File: config.mk
export PLATFORM = sky130hd
export DESIGN_NAME = mem_stage
export DESIGN_NICKNAME = d
export VERILOG_FILES = /design/src/rtl/mem_stage_pkg.sv /design/src/rtl/load_align.sv /design/src/rtl/mem_stage.sv
export SDC_FILE = /design/constraint.sdc
export NUM_CORES = 1
export LEC_CHECK = 0
export BUFFER_PORTS_ARGS = -buffer_cell sky130_fd_sc_hd__buf_4
export CORE_AREA = 2 2 140 142
export DETAILED_ROUTE_END_ITERATION = 16
export DIE_AREA = 0 0 142 144
export PLACE_DENSITY = 0.8
export SLEW_MARGIN = 20
export SYNTH_ARGS = -nofsm -noshare
export SYNTH_HDL_FRONTEND = slang
export SYNTH_SLANG_ARGS = --single-unit
File: constraint.sdc
create_clock -name clk -period 6.7 [get_ports clk]
set_input_delay 0.335 -clock clk [delete_from_list [all_inputs] [get_ports clk]]
set_output_delay 0.335 -clock clk [all_outputs]
set_load 0.05 [all_outputs]
File: src/rtl/mem_stage_pkg.sv
// Shared widths, bus layouts, load-op encodings and response FSM states for the MEM stage.
package mem_stage_pkg;

  localparam int unsigned EX_TO_MEM_WD = 147;
  localparam int unsigned MEM_TO_WB_WD = 136;
  localparam int unsigned MEM_TO_ID_WD = 38;
  localparam int unsigned STALL_BUS    = 6;

  localparam int unsigned DATA_WD  = 32;
  localparam int unsigned MEMOP_WD = 5;
  localparam int unsigned WEN_WD   = 4;
  localparam int unsigned REG_AW   = 5;

  // One-hot mem_op bit positions
  localparam int unsigned MEMOP_LB  = 4;
  localparam int unsigned MEMOP_LBU = 3;
  localparam int unsigned MEMOP_LH  = 2;
  localparam int unsigned MEMOP_LHU = 1;
  localparam int unsigned MEMOP_LW  = 0;

  // Stall vector positions and polarity
  localparam int unsigned STALL_EX  = 3;
  localparam int unsigned STALL_MEM = 4;
  localparam logic        STOP      = 1'b1;
  localparam logic        NO_STOP   = 1'b0;

  typedef enum logic [1:0] {
    RESP_IDLE = 2'd0,
    RESP_WAIT = 2'd1,
    RESP_DONE = 2'd2
  } resp_state_e;

  typedef struct packed {
    logic               hi_we;
    logic               lo_we;
    logic [DATA_WD-1:0] hi;
    logic [DATA_WD-1:0] lo;
  } hilo_t;

  typedef struct packed {
    hilo_t               hilo;
    logic [MEMOP_WD-1:0] mem_op;
    logic [DATA_WD-1:0]  pc;
    logic                data_ram_en;
    logic [WEN_WD-1:0]   data_ram_wen;
    logic                sel_rf_res;
    logic                rf_we;
    logic [REG_AW-1:0]   rf_waddr;
    logic [DATA_WD-1:0]  ex_result;
  } ex_to_mem_t;

  typedef struct packed {
    logic               rf_we;
    logic [REG_AW-1:0]  rf_waddr;
    logic [DATA_WD-1:0] rf_wdata;
  } mem_to_id_t;

  typedef struct packed {
    hilo_t              hilo;
    logic [DATA_WD-1:0] pc;
    logic               rf_we;
    logic [REG_AW-1:0]  rf_waddr;
    logic [DATA_WD-1:0] rf_wdata;
  } mem_to_wb_t;

endpackage

File: src/rtl/load_align.sv
// Picks the addressed byte/half/word out of a little-endian SRAM word and extends it to 32 bits.
module load_align
  import mem_stage_pkg::*;
(
  input  logic [MEMOP_WD-1:0] mem_op,
  input  logic [1:0]          addr,
  input  logic [DATA_WD-1:0]  rdata,
  output logic [DATA_WD-1:0]  aligned
);

  logic [7:0]  byte_sel;
  logic [15:0] half_sel;

  always_comb begin
    byte_sel = rdata[7:0];
    case (addr)
      2'd0:    byte_sel = rdata[7:0];
      2'd1:    byte_sel = rdata[15:8];
      2'd2:    byte_sel = rdata[23:16];
      default: byte_sel = rdata[31:24];
    endcase
    // Halfword ignores addr[0]; misalignment is not trapped here
    half_sel = addr[1] ? rdata[31:16] : rdata[15:0];
  end

  always_comb begin
    aligned = rdata;
    if (mem_op[MEMOP_LB]) begin
      aligned = {{24{byte_sel[7]}}, byte_sel};
    end else if (mem_op[MEMOP_LBU]) begin
      aligned = {24'd0, byte_sel};
    end else if (mem_op[MEMOP_LH]) begin
      aligned = {{16{half_sel[15]}}, half_sel};
    end else if (mem_op[MEMOP_LHU]) begin
      aligned = {16'd0, half_sel};
    end else begin
      aligned = rdata;
    end
  end

endmodule

File: src/rtl/mem_stage.sv
// MEM pipeline stage: registers the EX result, tracks the outstanding load response,
// aligns load data and drives the write-back / forwarding buses.
module mem_stage
  import mem_stage_pkg::*;
(
  input  logic                    clk,
  input  logic                    resetn,
  input  logic                    flush,
  input  logic [STALL_BUS-1:0]    stall,
  input  logic [EX_TO_MEM_WD-1:0] ex_to_mem_bus,
  input  logic [DATA_WD-1:0]      data_sram_rdata,
  input  logic                    data_sram_rvalid,
  output logic [MEM_TO_WB_WD-1:0] mem_to_wb_bus,
  output logic [MEM_TO_ID_WD-1:0] mem_to_id_bus,
  output logic                    stall_for_mem
);

  ex_to_mem_t         stage_q;
  resp_state_e        state_q;
  resp_state_e        state_d;
  logic [DATA_WD-1:0] held_rdata;

  logic               reg_update;
  logic               is_load;
  logic               use_held;
  logic               latch_held;
  logic [DATA_WD-1:0] raw_rdata;
  logic [DATA_WD-1:0] aligned_rdata;
  logic [DATA_WD-1:0] rf_wdata;
  mem_to_wb_t         wb_out;
  mem_to_id_t         id_out;

  logic unused_stall;
  assign unused_stall = ^{stall[STALL_BUS-1], stall[2:0]};

  // Register changes unless both EX and MEM are stopped (load, bubble or flush)
  assign reg_update = flush
                    | ~((stall[STALL_EX] == STOP) & (stall[STALL_MEM] == STOP));

  assign is_load = stage_q.data_ram_en
                 & (stage_q.data_ram_wen == WEN_WD'(0))
                 & (stage_q.mem_op != MEMOP_WD'(0));

  // Stage register
  always_ff @(posedge clk or negedge resetn) begin
    if (!resetn) begin
      stage_q <= '0;
    end else if (flush) begin
      stage_q <= '0;
    end else if ((stall[STALL_EX] == STOP) && (stall[STALL_MEM] == NO_STOP)) begin
      stage_q <= '0;
    end else if (stall[STALL_EX] == NO_STOP) begin
      stage_q <= ex_to_mem_t'(ex_to_mem_bus);
    end
  end

  // Response FSM state register
  always_ff @(posedge clk or negedge resetn) begin
    if (!resetn) begin
      state_q <= RESP_IDLE;
    end else begin
      state_q <= state_d;
    end
  end

  // Response FSM next state; a register change always restarts in IDLE
  always_comb begin
    state_d = state_q;
    if (reg_update) begin
      state_d = RESP_IDLE;
    end else begin
      case (state_q)
        RESP_IDLE: begin
          if (is_load) begin
            state_d = data_sram_rvalid ? RESP_DONE : RESP_WAIT;
          end
        end
        RESP_WAIT: begin
          if (data_sram_rvalid) begin
            state_d = RESP_DONE;
          end
        end
        RESP_DONE: state_d = RESP_DONE;
        default:   state_d = RESP_IDLE;
      endcase
    end
  end

  // Response FSM outputs
  always_comb begin
    stall_for_mem = 1'b0;
    use_held      = 1'b0;
    latch_held    = 1'b0;
    case (state_q)
      RESP_IDLE, RESP_WAIT: begin
        stall_for_mem = is_load & ~data_sram_rvalid;
        latch_held    = is_load & data_sram_rvalid & ~reg_update;
      end
      RESP_DONE: use_held = 1'b1;
      default: begin
        stall_for_mem = 1'b0;
        use_held      = 1'b0;
        latch_held    = 1'b0;
      end
    endcase
  end

  // Captured response keeps a held load stable against later SRAM traffic
  always_ff @(posedge clk or negedge resetn) begin
    if (!resetn) begin
      held_rdata <= '0;
    end else if (latch_held) begin
      held_rdata <= data_sram_rdata;
    end
  end

  assign raw_rdata = use_held ? held_rdata : data_sram_rdata;

  load_align u_load_align (
    .mem_op  (stage_q.mem_op),
    .addr    (stage_q.ex_result[1:0]),
    .rdata   (raw_rdata),
    .aligned (aligned_rdata)
  );

  assign rf_wdata = stage_q.sel_rf_res ? aligned_rdata : stage_q.ex_result;

  always_comb begin
    wb_out          = '0;
    wb_out.hilo     = stage_q.hilo;
    wb_out.pc       = stage_q.pc;
    wb_out.rf_we    = stage_q.rf_we;
    wb_out.rf_waddr = stage_q.rf_waddr;
    wb_out.rf_wdata = rf_wdata;

    id_out          = '0;
    id_out.rf_we    = stage_q.rf_we;
    id_out.rf_waddr = stage_q.rf_waddr;
    id_out.rf_wdata = rf_wdata;
  end

  assign mem_to_wb_bus = MEM_TO_WB_WD'(wb_out);
  assign mem_to_id_bus = MEM_TO_ID_WD'(id_out);

endmodule

==> qor.yml <==
critical_path:
  required_ns: 6.36
  arrival_ns: 3.78
  reg2reg_slack_ns: 3.80
  crit_path_max_fanout: 47
  path_class: "flip-flop to primary output"
  cp-start-kind: "flip-flop"
  cp-end-kind: "primary output"
cts:
  clock-root-buffer: "clkbuf_16"
  cts_sinks: 181
  hold_buffers: 0
  ctsResizeCount: 0
  clock_latency_ns: 0.43
  postCtsSetupBuffers: 0
  clk_path_buf_depth: 2
  numCtsBuffers: 17
  cts_max_level: 4
  cts_tree: "done"
  cts.reportedPaths.clkPinSlew_ns: 0.07
sta:
  period_needed_ns: 4.11
  final-setup-viol-count: 0
  fmax_mhz: 243
  hold_slack_ns: 0.0204
  tightest_slew_ns: 1.06
  finalHoldViolations: 0
  fin_crit_sh: 0.614
  rsz0062_at_grt: "false"
  max_slew_margin: 0.291
  maxSlewViolCount: 0
  finalSetupTns_ns: 0
  finalClockSkew_ns: 0.00836
route:
  via_count: 6931
  drtIter0Drc: 524
  wl_per_cell_um: 21.4
  remaining_drc_errors: 0
  dr.pass1.iters: 5
  postRouteAntennaNets: 0
  wirelength_um: 26200
  vias_per_cell: 5.67
synth:
  synth-xor-area-share: 0
  yosysSeqAreaShare: 0.488
  muxShareOfSynthArea: 0.133
  syn-num-nets: 973
  synth_top_family_by_area: "compound AO/OA/AOI/OAI gates"
  synth-simple-area-share: 0.0432
  synth_fa_ha_area_frac: 0.00540
  synthCells: 780
  async_flop_share: 1.00
  synth_top_flop_cell: "dfrtp_1"
  synth_edf_count: 0
  ys_warn_count: 0
  syn_area_um2: 9270
  synth_seq_cells: 181
  synth_cell_types: 39
  syn_avg_cell_area_um2: 11.9
  synth-compound-area-share: 0.180
power:
  p_switching_uw: 909
  swShare: 0.317
  pwr_density_cell_nw_per_um2: 246
  peakVddDrop_mv: 0.159
  p_comb_frac: 0.218
  p_leak_uw: 0.00601
  p_clk_frac: 0.367
  p_int_uw: 1960
  seqPwrFrac: 0.415
  p_total_uw: 2870
global_route:
  grt_pass1_vias: 6647
  antenna_found_initial: 0
  grt_usage: 0.246
  overflow: 0
  grt_max_degree: 113
  grt_pass1_wl_um: 38200
floorplanning:
  die_y_um: 144
  core-area_um2: 19100
  die_x_um: 142
  start_util: 0.486
  design.die.area_um2: 20400
  num_rows: 51
  ios: 364
finish:
  final_common_cell: "buf_4"
  layout_common_cells: "buf_4, dfrtp_1, a22o_1"
  fillers: 1544
  nNetsFinal: 1164
  insertedDiodeCount: 0
  drive_gt1_frac: 0.478
  area_delta_synth_final_pct: 25.6
job:
  cap_viol_max_count: 0
place:
  hpwlAfterDp_um: 18800
  numPortBuffers: 359
  place_congestion: 0.861
min_path:
  hold_class: "input pin to async pin"
run_status:
  status: "finished, final reports clean"
## area by class of cell
| class | instances | area, µm² | area share |
|---|---|---|---|
| Sequential cell | 181 | 4530 | 0.389 |
| Multi-Input combinational cell | 390 | 3380 | 0.290 |
| Inverter | 14 | 52.6 | 0.00451 |
| Clock inverter | 14 | 186 | 0.0160 |
| Tap cell | 238 | 298 | 0.0256 |
| Clock buffer | 18 | 439 | 0.0377 |
| Timing Repair Buffer | 367 | 2760 | 0.237 |
## metal layers
layer	part of all wire	wire length, µm	global-route usage	vias to the layer above
li1	-	-	-	3088
met1	0.41	10800	0.328	3491
met2	0.50	13100	0.406	322
met3	0.067	1760	0.0520	30
met4	0.020	536	0.0795	0
met5	0	0	0	-
## critical path, stage by stage, from the launching register on
cell and delay [ns]:
dfrtp_1 0.43, inv_1 0.10, ha_2 0.16, buf_4 0.55
mux2_2 0.42, mux4_2 0.49, nand3_2 0.41, o311ai_0 0.42
buf_4 0.31
## power by group through the flow
stage | clock (µW) | sequential (µW) | combinational (µW)
after floorplan | 0 | 1200 | 446
after global placement | 0 | 1210 | 620
after detailed placement | 0 | 1210 | 628
after CTS | 1070 | 1190 | 629
after global routing | 1120 | 1200 | 658
final | 1050 | 1190 | 626
## cells in the mapped netlist (2+ instances only)
cell      number  area share
a21o_1         6      0.0049
a21oi_1       15      0.0081
a221o_1        2      0.0022
a22o_1       136        0.13
a22oi_1        8      0.0065
buf_12         3      0.0065
buf_2          8      0.0043
buf_4        144        0.12
clkbuf_1      38       0.015
dfrtp_1      181        0.49
ha_1           4      0.0054
inv_1         13      0.0053
mux2_2         9       0.011
mux2_4        30       0.049
mux2i_1       23       0.025
mux4_2        20       0.049
nand2_1       52       0.021
nand3_1       13      0.0070
nor2_1        19      0.0077
o21ai_0       24       0.013
o221ai_1       8      0.0076
o22ai_1        6      0.0040
or2_2          2      0.0013
## through the flow
stage / std cells / setup slack, ns / instance area, µm² / utilization
global route: 1222 / 2.42 / 11600 / 0.611
finish: 1222 / 2.59 / 11600 / 0.611
global placement: 1190 / 2.59 / 11000 / 0.577
CTS: 1222 / 2.00 / 11600 / 0.610
floorplan: 780 / 2.84 / 9270 / -
detailed placement: 1190 / 2.48 / 11000 / 0.577
## path summary, 6_finish.rpt
path | startpoint | cells past startpoint | end
max | state_q[0] | 8 | mem_to_id_bus[15]
min | resetn | 1 | held_rdata[17]
max reg2reg | stage_q[77] | 4 | held_rdata[0]
min reg2reg | mem_to_wb_bus[119] | 1 | mem_to_wb_bus[119]
max in group asynchronous | resetn | 2 | mem_to_wb_bus[106]
min in group clk | ex_to_mem_bus[27] | 3 | stage_q[27]
## cell families after synthesis
logic type / after synthesis
simple gates: 93
flops: 181
compound gates: 211
mux: 82
fa+ha+maj: 4
buf+inv: 209
## registers in the layout, summed over array words and instances, names as in the netlist
name           cells
mem_to_wb_bus     98
stage_q           43
held_rdata        32
mem_to_id_bus      6
state_q            2
No activity file was read; power rests on OpenSTA's default activity.
